--- src/rtl/dpwm_counter_gen2.sv ---
// dpwm_counter_gen2 - counter-based digital PWM for the buck converter PID loop.
//
// A WIDTH-bit up-counter defines a PWM period of 2^WIDTH clk cycles. Duty
// commands land in a shadow register and move into the active compare
// register only at the period boundary (or continuously while disabled), so
// a mid-period compensator update can never produce a runt pulse.
//
// Optional feature macro: DPWM_DEADTIME_EN
//   defined   : DEAD-cycle dead time inserted on the rising edge of each gate,
//               pulses of DEAD cycles or fewer are swallowed for that side.
//   undefined : duty = registered raw compare, duty_n = registered en & ~raw.
//
// Parameters:
//   WIDTH  counter/duty width, period = 2^WIDTH cycles
//   DMIN   lower duty clamp (high cycles per period)
//   DMAX   upper duty clamp, DMIN <= DMAX <= 2^WIDTH-1
//   DEAD   dead-time cycles per edge, 1..2^(WIDTH-2) (dead-time build only)
//
// Ports:
//   clk           system clock, rising edge
//   rst           synchronous active-high reset
//   en            run enable; count held at 0 and gates off while low
//   d_n_input     duty command from the compensator
//   d_valid       one-cycle strobe capturing d_n_input into the shadow
//   duty          high-side gate drive (registered)
//   duty_n        low-side gate drive (registered)
//   period_start  one-cycle pulse at the start of each PWM period
//   d_loaded      one-cycle pulse when the shadow transfers at a boundary

module dpwm_counter_gen2 #(
    parameter int WIDTH = 9,
    parameter int DMIN  = 0,
    parameter int DMAX  = (1 << WIDTH) - 1,
    parameter int DEAD  = 4
) (
    input  logic             clk,
    input  logic             rst,
    input  logic             en,
    input  logic [WIDTH-1:0] d_n_input,
    input  logic             d_valid,
    output logic             duty,
    output logic             duty_n,
    output logic             period_start,
    output logic             d_loaded
);

    localparam logic [WIDTH-1:0] CNT_MAX = '1;
    localparam logic [WIDTH-1:0] DMIN_V  = WIDTH'(DMIN);
    localparam logic [WIDTH-1:0] DMAX_V  = WIDTH'(DMAX);

    function automatic logic [WIDTH-1:0] clamp_duty(input logic [WIDTH-1:0] x);
        if (x < DMIN_V) begin
            return DMIN_V;
        end else if (x > DMAX_V) begin
            return DMAX_V;
        end else begin
            return x;
        end
    endfunction

    logic [WIDTH-1:0] count_q, count_d;
    logic [WIDTH-1:0] shadow_q, shadow_d;
    logic [WIDTH-1:0] active_q, active_d;
    logic             duty_q, duty_d;
    logic             duty_n_q, duty_n_d;
    logic             period_start_q, period_start_d;
    logic             d_loaded_q, d_loaded_d;
    logic             at_end;
    logic             raw;

`ifdef DPWM_DEADTIME_EN
    localparam logic [WIDTH-1:0] DEAD_V = WIDTH'(DEAD);

    // Length of the current raw-high / raw-low run, saturating at DEAD.
    logic [WIDTH-1:0] hi_run_q, hi_run_d;
    logic [WIDTH-1:0] lo_run_q, lo_run_d;
`endif

    always_comb begin
        at_end = (count_q == CNT_MAX);

        count_d = en ? (count_q + 1'b1) : '0;

        shadow_d = d_valid ? d_n_input : shadow_q;

        // shadow_d already carries a same-cycle d_valid, which gives the
        // bypass when a command arrives exactly on the boundary.
        active_d   = (!en || at_end) ? clamp_duty(shadow_d) : active_q;
        d_loaded_d = en & at_end;

        raw            = en & (count_q < active_q);
        period_start_d = en & (count_q == '0);

`ifdef DPWM_DEADTIME_EN
        hi_run_d = '0;
        lo_run_d = '0;
        if (raw) begin
            hi_run_d = (hi_run_q >= DEAD_V) ? hi_run_q : hi_run_q + 1'b1;
        end
        if (en && !raw) begin
            lo_run_d = (lo_run_q >= DEAD_V) ? lo_run_q : lo_run_q + 1'b1;
        end
        // A side turns on only once its raw run has already lasted DEAD
        // cycles; runs no longer than DEAD never get there.
        duty_d   = raw & (hi_run_q >= DEAD_V);
        duty_n_d = en & ~raw & (lo_run_q >= DEAD_V);
`else
        duty_d   = raw;
        duty_n_d = en & ~raw;
`endif
    end

    always_ff @(posedge clk) begin
        if (rst) begin
            count_q        <= '0;
            shadow_q       <= '0;
            active_q       <= '0;
            duty_q         <= 1'b0;
            duty_n_q       <= 1'b0;
            period_start_q <= 1'b0;
            d_loaded_q     <= 1'b0;
`ifdef DPWM_DEADTIME_EN
            hi_run_q       <= '0;
            lo_run_q       <= '0;
`endif
        end else begin
            count_q        <= count_d;
            shadow_q       <= shadow_d;
            active_q       <= active_d;
            duty_q         <= duty_d;
            duty_n_q       <= duty_n_d;
            period_start_q <= period_start_d;
            d_loaded_q     <= d_loaded_d;
`ifdef DPWM_DEADTIME_EN
            hi_run_q       <= hi_run_d;
            lo_run_q       <= lo_run_d;
`endif
        end
    end

    assign duty         = duty_q;
    assign duty_n       = duty_n_q;
    assign period_start = period_start_q;
    assign d_loaded     = d_loaded_q;

endmodule

--- config.mk ---
export PLATFORM = sky130hd
export DESIGN_NAME = dpwm_counter_gen2
export DESIGN_NICKNAME = d
export VERILOG_FILES = /design/src/rtl/dpwm_counter_gen2.sv
export SDC_FILE = /design/constraint.sdc
export NUM_CORES = 1
export LEC_CHECK = 0
export CORE_MARGIN = 2
export CORE_UTILIZATION = 32
export CTS_CLUSTER_DIAMETER = 60
export DETAILED_ROUTE_END_ITERATION = 8
export HOLD_SLACK_MARGIN = 0.1
export PLACE_DENSITY = 0.53
export RECOVER_POWER = 25
export SYNTH_ARGS = -nofsm -noshare
export SYNTH_HDL_FRONTEND = slang
export SYNTH_SLANG_ARGS = --single-unit
export TNS_END_PERCENT = 5
--- constraint.sdc ---
create_clock -name clk -period 2.25 [get_ports clk]
set_clock_uncertainty 0.2 [all_clocks]
set_input_delay 0.225 -clock clk [delete_from_list [all_inputs] [get_ports clk]]
set_output_delay 0.225 -clock clk [all_outputs]
set_load 0.01 [all_outputs]
# Yosys cells after proc, flatten, opt, wreduce, memory -nomap -nowiden
# Index checks and enable logic that the tools add are counted.
# classes
addsub	1
multipliers	0
div_mod_pow	0
magnitude_cmp	3
n_eq_ne	1
shift	0
muxes	3
n_bitwise	6
n_reduce_logical	4
# ops
operator	count
$mux W9	3
$add A9 B1 Y9 const B	1
$eq A9 B9 Y1 const B	1
$gt A9 B9 Y1 const B	1
$logic_not A9 Y1	1
$lt A9 B1 Y1 const B	1
$lt A9 B9 Y1	1
$and A1 B1 Y1	4
$not A1 Y1	2
$reduce_or A2 Y1	1
$logic_not A1 Y1	1
$logic_or A1 B1 Y1	1
# totals
reg_bits	31
latchBits	0
mem_bits_rw	0
mem_bits_ro	0
output_inout_bits	4
word_cells	25
memories	0

# Longest topological paths before layout
# logic_depth
depth_word	4
mapped_depth	10
mapped_depth_nobuf	9

# Worst setup path after synthesis
# No wires, ideal clock.
# synth_timing
path_kind	register to register
startpoint	register count_q[0]
endpoint	register active_q[2]
arrival_ns	1.641
setup_slack_ns	0.323
path_stages_with_launch	11
path_buffers	1
period_less_slack_ns	1.927
cell_sequence	dfxtp_1 ha_1 nand2_1 nor2_1 and3_1 ha_1 inv_1 nand2_2 buf_2 nor2_1 a211oi_1
# synth_between
elab_chain_cells	2
# synth_lines
element	line	text
start: declaration	61	logic [WIDTH-1:0] count_q, count_d;
start signal: assignment	127	count_q <= count_d;
$eq A9 B9 Y1	80	at_end = (count_q == CNT_MAX);
$logic_or A1 B1 Y1	88	active_d = (!en || at_end) ? clamp_duty(shadow_d) : active_q;
end signal: assignment	129	active_q <= active_d;
end: declaration	63	logic [WIDTH-1:0] active_q, active_d;
# No other way between the ends.
# A chain may end at the register's enable or synchronous reset.

# Final worst setup path
# layout_timing
startpoint	register count_q[0]
endpoint	register active_q[1]
# The elaborated chain is that of the path after synthesis.

==> flow_summary.toml <==
[status]
outcome = "completed"

[sta]
setup_ws_ns = 0.2101
tns_ns = 0
period_share_pct = 90.66
rsz0062_at_grt = "false"
max_freq_mhz = 490.2
worst_slew_pin_slew_ns = 0.5414
setup_viol = 0
relSlewSlack_pct = 63.91
finalHoldViolCount = 0
slew_viol_final = 0
period_needed_ns = 2.040

[detailed_routing]
vias = 949
routed_via_density = 4.435
drtPass1Iterations = 2
avgRoutedWirePerCell_um = 10.70
ant_nets = 0
drtIter0Drc = 36
wirelength_um = 2289
drc = 0

[grt]
grt_pass1_wl_um = 3933
antenna_found_initial = 0
track_usage_pct = 11.72
gr-total-overflow = 0
grt_max_degree = 19
grt_pass1_vias = 930

[synth]
ys_seq_area_share_pct = 47.19
avgSynthCellArea_um2 = 9.196
synth_seq_cells = 31
synth_cell_type_count = 26
syn_area_um2 = 1315
ys_top_cells_by_area = "dfxtp_1, ha_1, nor2_1"
synth_nets = 167
synth_top_cell_by_area = "dfxtp_1"
synth_cells = 143
ys_warn_count = 0
yosys.area.top_type_share_pct = 47.19

[layout]
final_nets = 187
final_util_pct = 41.30
final_common_cell = "dfxtp_1"
final_area_um2 = 1640
antenna_cells = 0
drive_gt1_share_pct = 7.927
syn_to_final_growth_pct = 24.74
final_cell_mix = "dfxtp_1, nor2_1, clkdlybuf4s50_1"

[place]
detailedPlace.worstSlack_ns = 0.2196
io_buffers = 16
routabilityCongestion = 0.7248
post-dp-hpwl_um = 1803
placed_area_um2 = 1526

[die]
die_w_um = 68.11
dieArea_um2 = 4638
core_um2 = 3971
ios = 17
die_h_um = 68.11
initial_core_util_pct = 33.11
fp-row-count = 23

[worst_setup_path]
cp-start-kind = "flop"
critPathRequiredTime_ns = 2.25
cp.arrival_ns = 2.04
end_kind = "flop"
crit_fanout = 18
path_class = "flop to flop"
r2r_setup_slack_ns = 0.21

[clock_tree]
post_cts.repair.setup_buffers = 0
cts_buffer_depth = 2
cts_max_level = 2
cts_buffers = 5
tritoncts = "yes"
cts_root_buffer = "clkbuf_8"
ctsHoldBuffers = 0
clkTransAtPathRegs_ns = 0.06
worstSkewPairLatency_ns = 0.28
cts.repair.resized = 0
cts.sinks = 31

[power]
powerDensity_nw_per_um2 = 764.9
leakagePower_nw = 0.6753
irDropWorstVdd_mv = 0.4147

[hold_path]
min-delay-path-class = "flop to flop"

[run]
cap_violations = 0
==> routing by layer <==
layer	vias to the layer above	wire [um]	track usage, %
met5	-	0	0
met4	0	38	6.750
met3	5	106	3.947
met2	19	1041	19.17
li1	512	-	-
met1	413	1103	13.26
==> Yosys cell counts (all sizes together) <==
cell / n
nor2: 31
nand3: 3
mux2i: 9
and3: 1
nor4: 1
nand4: 1
dfxtp: 31
xor2: 2
or3: 1
buf: 4
nand2b: 1
inv: 14
a211oi: 10
xnor2: 3
clkbuf: 1
o21ai: 3
a21oi: 5
nor2b: 2
and4b: 1
ha: 11
nand2: 6
nor3: 2
==> cell families (layout without fill, tap and decap cells) <==
kind of cell    after synthesis  after routing  synth area share, %
fa+ha+maj                    11             11                10.47
xor+xnor                      5              5                3.331
mux                           9              9                6.851
flops                        31             31                47.19
buf+inv                      19             40                5.994
simple gates                 50             50                17.41
compound gates               18             18                8.753
==> metrics by stage <==
step / cells / hold slack (ns) / total power [W]
floorplan: 143 / 0.1923 / 0.0006647
detailed placement: 206 / 0.2799 / 0.0007103
global placement: 206 / 0.2667 / 0.0007051
global route: 214 / 0.3116 / 0.001314
finish: 214 / 0.2934 / 0.001255
CTS: 214 / 0.2945 / 0.001275
==> state kept, by name (all words and copies together) (netlist names) <==
register      cells
d_loaded          1
count_q           9
shadow_q          9
period_start      1
duty              1
duty_n            1
active_q          9
==> worst max-delay path, cell delays in order, from the launching register on <==
cell,delay (ns)
dfxtp_1,0.41
ha_1,0.24
nand2_1,0.06
nor2_1,0.14
and3_1,0.18
ha_1,0.14
inv_1,0.06
nand2_2,0.23
nor2_1,0.07
a211oi_1,0.21
==> area by class of cell <==
cell class	count	area, um^2
clock buffer	6	82.58
inverter	14	52.55
sequential	31	620.6
clock inverter	2	35.03
tap	50	62.56
multi-input combinational	93	615.6
timing repair buffer	18	171.4
fill	417	2331
==> where the power goes <==
group | switching [W] | internal (W)
registers | 0.0000111 | 0.000575
clock network | 0.000202 | 0.000358
logic | 0.0000532 | 0.0000554
==> final timing paths <==
check / from / end / cells past startpoint
worst min-delay path: count_q[0] / count_q[0] / 1
worst max register to register: count_q[0] / active_q[1] / 9
worst max-delay path: count_q[0] / active_q[1] / 9
worst min register to register: count_q[0] / count_q[0] / 1
Note: power is estimated with default switching activity, not from simulation.
